### src/rtl/seq_mult_w.sv
// Iterative shift-add multiplier with signed/unsigned mode, busy/done handshake
// and registered product halves plus Z/N/C/V flags.
module seq_mult_w #(
    parameter int WIDTH = 16,
    parameter int CNT_W = $clog2(WIDTH + 1)
) (
    input  logic             clk,
    input  logic             rst,
    input  logic             start,
    input  logic             signed_mode,
    input  logic [WIDTH-1:0] a,
    input  logic [WIDTH-1:0] b,
    output logic [WIDTH-1:0] product_low,
    output logic [WIDTH-1:0] product_high,
    output logic             busy,
    output logic             done,
    output logic             Z,
    output logic             N,
    output logic             C,
    output logic             V
);

    typedef enum logic [1:0] {
        S_IDLE,
        S_CALC,
        S_FIX,
        S_DONE
    } state_t;

    localparam logic [CNT_W-1:0] CNT_INIT = CNT_W'(WIDTH);
    localparam logic [CNT_W-1:0] CNT_ONE  = CNT_W'(1);

    state_t                 r_state;
    state_t                 w_next;
    logic                   w_accept;
    logic                   r_sign;
    logic                   r_mode;
    logic [WIDTH-1:0]       r_mcand;
    logic [2*WIDTH:0]       r_acc;
    logic [CNT_W-1:0]       r_cnt;

    logic [WIDTH-1:0]       w_abs_a;
    logic [WIDTH-1:0]       w_abs_b;
    logic [WIDTH:0]         w_addend;
    logic [WIDTH:0]         w_sum;
    logic [2*WIDTH-1:0]     w_mag;
    logic [2*WIDTH-1:0]     w_prod;
    logic [WIDTH-1:0]       w_hi;
    logic [WIDTH-1:0]       w_lo;

    always_ff @(posedge clk or negedge rst) begin
        if (!rst) r_state <= S_IDLE;
        else      r_state <= w_next;
    end

    always_comb begin
        w_next   = r_state;
        w_accept = 1'b0;
        busy     = 1'b0;
        done     = 1'b0;
        case (r_state)
            S_IDLE: begin
                if (start) begin
                    w_accept = 1'b1;
                    w_next   = S_CALC;
                end
            end
            S_CALC: begin
                busy = 1'b1;
                if (r_cnt == CNT_ONE) w_next = S_FIX;
            end
            S_FIX: begin
                busy   = 1'b1;
                w_next = S_DONE;
            end
            S_DONE: begin
                done = 1'b1;
                if (start) begin
                    w_accept = 1'b1;
                    w_next   = S_CALC;
                end else begin
                    w_next = S_IDLE;
                end
            end
            default: w_next = S_IDLE;
        endcase
    end

    // Operands are reduced to magnitudes; the sign is reapplied once in FIX.
    assign w_abs_a  = (signed_mode && a[WIDTH-1]) ? -a : a;
    assign w_abs_b  = (signed_mode && b[WIDTH-1]) ? -b : b;
    assign w_addend = r_acc[0] ? {1'b0, r_mcand} : '0;
    assign w_sum    = r_acc[2*WIDTH:WIDTH] + w_addend;
    assign w_mag    = r_acc[2*WIDTH-1:0];
    assign w_prod   = r_sign ? -w_mag : w_mag;
    assign w_hi     = w_prod[2*WIDTH-1:WIDTH];
    assign w_lo     = w_prod[WIDTH-1:0];

    always_ff @(posedge clk or negedge rst) begin
        if (!rst) begin
            r_sign       <= 1'b0;
            r_mode       <= 1'b0;
            r_mcand      <= '0;
            r_acc        <= '0;
            r_cnt        <= '0;
            product_low  <= '0;
            product_high <= '0;
            Z            <= 1'b0;
            N            <= 1'b0;
            C            <= 1'b0;
            V            <= 1'b0;
        end else begin
            if (w_accept) begin
                r_mode  <= signed_mode;
                r_sign  <= signed_mode & (a[WIDTH-1] ^ b[WIDTH-1]);
                r_mcand <= w_abs_a;
                r_acc   <= {{(WIDTH+1){1'b0}}, w_abs_b};
                r_cnt   <= CNT_INIT;
            end else if (r_state == S_CALC) begin
                // Multiplier bits shift out the bottom as the partial sum shifts in on top.
                r_acc <= {1'b0, w_sum, r_acc[WIDTH-1:1]};
                r_cnt <= r_cnt - CNT_ONE;
            end
            if (r_state == S_FIX) begin
                product_high <= w_hi;
                product_low  <= w_lo;
                Z            <= (w_prod == '0);
                N            <= r_mode & w_hi[WIDTH-1];
                C            <= ~r_mode & (w_hi != '0);
                V            <= r_mode ? (w_hi != {WIDTH{w_lo[WIDTH-1]}}) : (w_hi != '0);
            end
        end
    end

endmodule
### config.mk
export PLATFORM = sky130hd
export DESIGN_NAME = seq_mult_w
export DESIGN_NICKNAME = d
export VERILOG_FILES = /design/src/rtl/seq_mult_w.sv
export SDC_FILE = /design/constraint.sdc
export NUM_CORES = 1
export LEC_CHECK = 0
export CELL_PAD_IN_SITES_DETAIL_PLACEMENT = 0
export CELL_PAD_IN_SITES_GLOBAL_PLACEMENT = 1
export CORE_ASPECT_RATIO = 0.6
export CORE_UTILIZATION = 45
export CTS_BUF_LIST = sky130_fd_sc_hd__clkbuf_4 sky130_fd_sc_hd__clkbuf_8 sky130_fd_sc_hd__clkbuf_16
export DETAILED_ROUTE_END_ITERATION = 16
export PLACE_DENSITY_LB_ADDON = 0.08
export SYNTH_ARGS = -nofsm -noshare
export SYNTH_HDL_FRONTEND = slang
export SYNTH_SLANG_ARGS = --single-unit
### constraint.sdc
create_clock -name clk -period 9.3 [get_ports clk]
set_input_delay 2.325 -clock clk [delete_from_list [all_inputs] [get_ports clk]]
set_output_delay 2.325 -clock clk [all_outputs]
set_load 0.01 [all_outputs]
==> impl_results.md <==
- PD cells: 340 nW/um2
- Largest net degree at the start of global routing: 62
- GR Util met2: 0.335
- N_diodes: 0
- Final Hold Fails: 0
- Worst setup EP type: register
- Fin crit period: 4.42 ns
- Core Area: 13700 um2
- Syn-to-layout area delta: 17.8%
- Reg area: 2330 um2
- Clock root buffer: clkbuf_16
- GRT overflow: 0
- Flops & latches, synth: 93
- Average size of a mapped cell: 8.55 um2
- Area of the multi-input gates: 3770 um2
- Fillers: 1286
- IO Port Bufs: 73
- Clk_skew: 0.00578 ns
- Max Cap Violations: 0
- Hold path startpoint: r_mcand[8]
- Largest area contributor in the netlist: dfrtp_1
- Launch point of the worst reg-to-reg path: r_acc[0]
- Min-Delay Path Class: register to register
- Max Freq: 0.226 GHz
- Hold buffers post-CTS: 0
- Pleak: 3.10 nW
- Initial Utilization: 0.462
- R2R depth: 9
- RSZ-0062 raised after global routing: false
- Met3 usage: 0.0434
- Layout cells sized above 1: 0.0482
- RD Place Congestion: 0.858
- Post-Syn Nets: 805
- Routing usage on met1: 0.364
- Commonest non-fill, non-tap cell in the layout: dfrtp_1
- Busiest grt layer: met1
- Placed Area: 7170 um2
- DR pass1 iterations: 11
- Clock Pin Slew Worst Setup and Hold Paths: 0.07 ns
- H-tree level count: 3
- Req. time, crit path: 9.56 ns
- Post-synth top area share: 0.367
- Clock Latency Late Sink: 0.34 ns
- Critical Path Start Type: input pin
- Drt wl/cell: 16.5 um
- TritonCTS Buffers: 9
- Most frequent cells in the layout: dfrtp_1, nor2_1, nand2_1
- Post-route setup TNS: 0 ns
- Rows: 33
- Transition time of the tightest slew-check pin: 1.04 ns
- Worst flop-to-flop path endpoint: Z
- Register area share after synthesis: 0.367
- Vias in the first global route: 5022
- Dominant synthesized flop cell: dfrtp_1
- Setup violators final: 0
- Hold endpoint: r_mcand[8]
- Synth area leaders: dfrtp_1, xor2_1, ha_1, nor2_1, xnor2_1
- Die Wd: 155 um
- TritonCTS Sinks: 93
- Ports: 74
- Post-synth EDFFs: 0
- Critical path data arrival time: 4.68 ns
- Vias per cell: 5.54
- WS Path Type: input pin to register
- Post-CTS sizing: 0
- Mapped Area: 6330 um2
- Post-CTS Setup Inserts: 0
- Design Area, Final: 7460 um2
- Synth warnings: 0
- Via count: 5433
- Clk buf depth: 2
- DR DRC count: 2
- DIE HEIGHT: 93.9 um
- Final #Nets: 848
- R2R Setup Slk: 5.40 ns
- Maximum vdd drop: 129 uV
- Failing checks: DRC
- Routed WL: 16200 um
- Async SR Flop Fraction: 1.00
- First-pass GRT wire length: 26700 um
- Post-synthesis cell count: 741
- Outcome: complete, but fails checks
- Pins over their slew limit: 0
- Final worst-path cycle share: 0.475
- Synth unique cells: 63
- Die Area: 14600 um2
- Gr usage total: 0.235
- Max-slew headroom: 0.286
- Iter 0 DRT Violations: 304
- Crit path max fanout: 3
- CTS tree: done
- Initial antenna violation count: 0
- Final ANT Viol Nets: 0
- HPWL after DPL: 12100 um
- Hold path cells: 2
## kinds of logic after synthesis
family          Yosys count  share of synthesized area
simple gates            284                      0.224
xor+xnor                 74                      0.102
mux                      26                     0.0417
flops                    93                      0.367
fa+ha+maj                28                     0.0565
compound gates          172                      0.169
buf+inv                  64                     0.0391
## power by group
part           internal [mW]  switching [mW]
sequential             0.597           0.229
combinational          0.600           0.752
clock                  0.196           0.158
## sequential cells by signal, indices dropped and copies added, names as in the netlist
name / cells
r_acc: 32
product_high: 16
product_low: 16
r_mcand: 16
r_cnt: 5
r_state: 2
C: 1
N: 1
V: 1
Z: 1
r_mode: 1
r_sign: 1
## worst max-delay path, cell delays in order
cell	delay, ns
clkdlybuf4s50_1	0.45
or3_1	0.41
nor3_1	0.22
nand3_1	0.17
or3_1	0.41
or3_1	0.32
o31ai_1	0.19
nand3_1	0.10
o21ai_0	0.09
## layer usage
metal,wire [um],vias to the layer above
li1,-,2696
met1,8800,2599
met2,6580,129
met3,720,9
met4,95,0
met5,0,-
## synth_stat cells, types with 10 or more instances
cell and count:
a21oi_1 40, a31oi_1 10, and2_1 20, clkbuf_1 36
dfrtp_1 93, ha_1 27, inv_1 16, mux2i_1 23
nand2_1 81, nand3_1 11, nor2_1 82, nor3_1 16
o21ai_0 53, o31ai_1 17, xnor2_1 35, xor2_1 39
## metrics by stage
step                cells  hold slack (ns)  setup slack (ns)   util  power, mW
finish                981            0.463              4.88  0.544       2.53
CTS                   981            0.468              4.90  0.544       2.55
global route          981            0.514              4.73  0.544       2.76
global placement      965            0.454              4.60  0.523       2.15
detailed placement    965            0.454              4.55  0.523       2.18
floorplan             741            0.431              5.19      -       1.72
## worst max path at each step
stage,from,end,slack (ns),cells after the start
2_1_floorplan,b[3],r_acc[15],5.19,8
3_3_place_gp,b[3],r_acc[15],4.60,9
3_5_place_dp,b[3],r_acc[15],4.55,9
4_1_cts,b[3],r_acc[15],4.90,9
5_1_grt,a[1],r_mcand[13],4.73,9
6_report,b[3],r_acc[15],4.88,9
## layout make-up
type	instances	area share
well taps	192	0.0322
clock buffers	11	0.0339
clock inverters	5	0.00470
multi-input cells	584	0.505
flip-flops and latches	93	0.312
repair buffers	79	0.104
inverters	17	0.00856
Note: power is estimated with default switching activity, not from simulation.
